`config.mk`:
```
export PLATFORM = sky130hd
export DESIGN_NAME = elink_trig_voter_tmr
export DESIGN_NICKNAME = d
export VERILOG_FILES = /design/src/rtl/elink_trig_voter_tmr.sv
export SDC_FILE = /design/constraint.sdc
export NUM_CORES = 1
export LEC_CHECK = 0
export ABC_AREA = 1
export CAP_MARGIN = 20
export CORE_ASPECT_RATIO = 0.5
export CORE_MARGIN = 5
export CORE_UTILIZATION = 45
export CTS_CLUSTER_SIZE = 10
export DETAILED_ROUTE_END_ITERATION = 6
export DONT_BUFFER_PORTS = 1
export PLACE_DENSITY = 0.72
export SLEW_MARGIN = 20
export SYNTH_ARGS = -nofsm -noshare
export SYNTH_HDL_FRONTEND = slang
export SYNTH_SLANG_ARGS = --single-unit
```
`constraint.sdc`:
```
create_clock -name clk -period 0.8 [get_ports clk]
set_clock_uncertainty 0.15 [all_clocks]
set_input_delay 0.16 -clock clk [delete_from_list [all_inputs] [get_ports clk]]
set_output_delay 0.16 -clock clk [all_outputs]
set_load 0.01 [all_outputs]
```
`src/rtl/elink_trig_voter_tmr.sv`:
```
// TMR majority voter for one e-link trigger word: bitwise 2-of-3 vote plus fault flags.
// Optional per-lane mismatch counters are built when ELINK_VOTER_ERRCNT_EN is defined.
module elink_trig_voter_tmr #(
  parameter int unsigned DATA_W = 12
`ifdef ELINK_VOTER_ERRCNT_EN
  , parameter int unsigned CNT_W = 8
`endif
) (
  input  logic              clk,
  input  logic              rst_n,
  input  logic [DATA_W-1:0] data_in1,
  input  logic [DATA_W-1:0] data_in2,
  input  logic [DATA_W-1:0] data_in3,
  output logic [DATA_W+1:0] voted
`ifdef ELINK_VOTER_ERRCNT_EN
  ,
  output logic [CNT_W-1:0]  err_cnt1,
  output logic [CNT_W-1:0]  err_cnt2,
  output logic [CNT_W-1:0]  err_cnt3
`endif
);

  logic [DATA_W-1:0] maj_c;
  logic              d1_c;
  logic              d2_c;
  logic              d3_c;
  logic              fault_c;
  logic              multi_c;

  // Bitwise vote and per-lane disagreement with the voted word
  always_comb begin
    maj_c   = (data_in1 & data_in2) | (data_in1 & data_in3) | (data_in2 & data_in3);
    d1_c    = |(data_in1 ^ maj_c);
    d2_c    = |(data_in2 ^ maj_c);
    d3_c    = |(data_in3 ^ maj_c);
    fault_c = d1_c | d2_c | d3_c;
    multi_c = (d1_c & d2_c) | (d1_c & d3_c) | (d2_c & d3_c);
  end

  always_ff @(posedge clk or negedge rst_n) begin
    if (!rst_n) begin
      voted <= '0;
    end else begin
      voted <= {multi_c, fault_c, maj_c};
    end
  end

`ifdef ELINK_VOTER_ERRCNT_EN
  localparam logic [CNT_W-1:0] CNT_MAX = {CNT_W{1'b1}};

  // Saturating mismatch counters; only reset clears them
  always_ff @(posedge clk or negedge rst_n) begin
    if (!rst_n) begin
      err_cnt1 <= '0;
      err_cnt2 <= '0;
      err_cnt3 <= '0;
    end else begin
      if (d1_c && (err_cnt1 != CNT_MAX)) err_cnt1 <= err_cnt1 + CNT_W'(1);
      if (d2_c && (err_cnt2 != CNT_MAX)) err_cnt2 <= err_cnt2 + CNT_W'(1);
      if (d3_c && (err_cnt3 != CNT_MAX)) err_cnt3 <= err_cnt3 + CNT_W'(1);
    end
  end
`endif

endmodule

```
==> run_results.csv <==
group,metric,value,unit
pwr,p_switching,0.000585,W
synthesis,synth_top_cell_by_area,"dfrtp_1",
flow_run,cap_violations,0,
final_layout,drive_gt1_share,44.7,%
floorplanning,die-area,0.00385,sq mm
grt,top_usage_layer,"met2",
timing,drv_slew,0,
floorplanning,boundaryPins,52,
route,num_vias,1352,
route,drc,0,
synthesis,yosysWarnings,0,
synthesis,synth.area.top_cells,"dfrtp_1 29%, nand2_1 26%, nand3_1 18%",
timing,clock.fmax,1040,MHz
clock_network,cts.htree.levels,1,
synthesis,ys_ff_latch,14,
clock_network,clockBufferDepth,2,
grt,grt_pass1_vias,1131,
route,wl,3310,um
synthesis,synth_edf_count,0,
critical_path,end_kind,"output port",
outcome,status,"complete, but fails checks",
grt,antenna_found_initial,0,
route,first_pass_iters,4,
critical_path,worstPathArrival,650,ps
synthesis,synth_top_area_share,29.3,%
pwr,seq_power_share,41.7,%
final_layout,final_area,0.00172,sq mm
clock_network,cts_post_setup_buffers_inserted,0,
clock_network,cts.clk_slew.worst_paths,60,ps
timing,tightest_slew,238,ps
clock_network,cts_root_buf,"clkbuf_8",
final_layout,reg_top3,"voted (14)",
pwr,peakVddDrop,577,uV
final_layout,syn_to_final_growth,43.4,%
pwr,p_int,0.00134,W
synthesis,synthFlopType,"dfrtp_1",
floorplanning,die_h,46.5,um
synthesis,yosys.cell_types.count,8,
pwr,p_per_area,1120,mW/mm^2
timing,hold_violations,26,
pwr,sw_frac_of_total,30.4,%
floorplanning,core-area,0.00257,sq mm
grt,use_met3,5.00,%
final_layout,final_nets,268,
floorplanning,die-width,82.9,um
route,wl_per_cell,12.5,um
route,vias_per_cell,5.10,
pwr,clock_power_share,29.7,%
final_layout,num_antenna_cells,0,
synthesis,syn_nets,254,
grt,grt_pass1_wl,4770,um
placement,dpl_cell_area,0.00139,sq mm
outcome,failed_checks,"negative hold slack, negative setup slack",
timing,post-route-period-util,120,%
timing,worst_slack,-162,ps
placement,io_buffer_count,0,
synthesis,yosysSeqAreaShare,29.3,%
timing,rsz0062_at_grt,"true",
timing,period_minus_slack,962,ps
grt,globalRouteOverflowTotal,0,
pwr,power.share.combinational,28.6,%
hold_path,min_path_type,"input port to asynchronous set/reset pin",
grt,met2_usage,26.6,%
final_layout,regMostFlops,"voted",
synthesis,avgSynthCellArea,5.54,sq um
route,ant_nets,0,
placement,place_congestion,0.744,
critical_path,path_class,"flip-flop to output port",
placement,dpl.hpwl,2430,um
clock_network,clock_sinks,14,
final_layout,fillerInstances,228,
floorplanning,start_util,46.5,%
grt,track_usage,15.6,%
floorplanning,num_rows,13,
synthesis,ys_async_sr_fraction,100,%
pwr,leakagePower,0.843,nW
critical_path,crit_fanout,1,
critical_path,critical_path_required,490,ps
synthesis,yosysMostFrequentCell,"nand2_1",
timing,hold_slack,-541,ps
grt,grt_max_degree,15,
timing,setup_violations,16,
synthesis,synth.top_cells.by_count,"83 x nand2_1, 42 x nand3_1, 36 x inv_1, 24 x o21ai_0, 15 x nor2_1",
clock_network,cts_tree,"yes",
grt,grt_util_met1,19.9,%
synthesis,syn_inst,216,
timing,relSlewSlack,83.9,%
critical_path,cp-start-kind,"flip-flop",
synthesis,syn_area,0.00120,sq mm
clock_network,cts_buffers,3,
final_layout,largest_register_ffs,14,
route,drt-initial-drc-count,29,
==> power by group through the flow <==
stage / registers, W / logic (W) / clock network, W
after floorplan: 0.000808 / 0.000317 / 0
after global placement: 0.000815 / 0.000402 / 0
after detailed placement: 0.000815 / 0.000412 / 0
after CTS: 0.000802 / 0.000450 / 0.000594
after global routing: 0.000805 / 0.000622 / 0.000634
final: 0.000801 / 0.000551 / 0.000572
==> kinds of logic (layout without fill, tap and decap cells) <==
logic type             Yosys count  after routing  synth area share [%]
buffers and inverters           36             48                  11.3
AO/OA/AOI/OAI                   24             24                  10.0
AND/OR/NAND/NOR                142            142                  49.4
flip-flops                      14             14                  29.3
==> per-stage QoR <==
stage / power (W) / TNS, ps / utilization (%) / worst slack (ps) / std cells
after floorplan: 0.00113 / -382 / - / -194 / 216
after global placement: 0.00122 / -693 / 54.1 / -328 / 262
after detailed placement: 0.00123 / -714 / 54.1 / -344 / 262
after CTS: 0.00185 / -2350 / 59.6 / -168 / 265
after global routing: 0.00206 / -2740 / 66.7 / -183 / 265
final: 0.00192 / -2240 / 66.7 / -162 / 265
==> timing repair <==
| item | 4_1_cts | 5_1_grt |
|---|---|---|
| setup endpoints to repair | 16 | 16 |
| resized for setup | 36 | 70 |
| pin swaps | 26 | 52 |
| hold endpoints to repair | 26 | 24 |
==> layout by cell type, fill, tap and decap left out <==
cell type  instances
nor2_2             4
nor2_1             8
nand2_1           65
nand4_1            1
nand3_2           29
inv_12             1
inv_8              3
nand3_1           11
dfrtp_1           14
o21ai_1            8
clkbuf_8           3
inv_4             12
o21ai_0           15
inv_1              4
nand2_2           17
nand2_4            1
nor2_4             4
inv_2             10
o21ai_2            1
nand3_4            2
buf_4              9
inv_6              5
clkinv_8           1
==> cell type report <==
class                           instances  area [sq um]  area share, %
Multi-Input combinational cell        166           972           56.7
Sequential cell                        14           350           20.4
Inverter                               36           238           13.9
Timing Repair Buffer                    9          67.6           3.94
Tap cell                               37          46.3           2.70
Clock buffer                            3          41.3           2.41
==> metal layers <==
metal / vias to the layer above / part of all wire [%]
met5: - / 0
met4: 0 / 0.51
met1: 601 / 44
li1: 712 / -
met2: 37 / 49
met3: 2 / 6.2
==> path summary, 6_finish.rpt <==
kind                              from         to  slack, ps  cells after the start
worst max-delay path         voted[12]  voted[12]       -160                      0
worst min-delay path             rst_n  voted[11]       -540                      0
min in group clk           data_in2[7]   voted[7]       -110                      2
max in group asynchronous        rst_n   voted[2]        970                      0
Note: power is estimated with default switching activity, not from simulation.
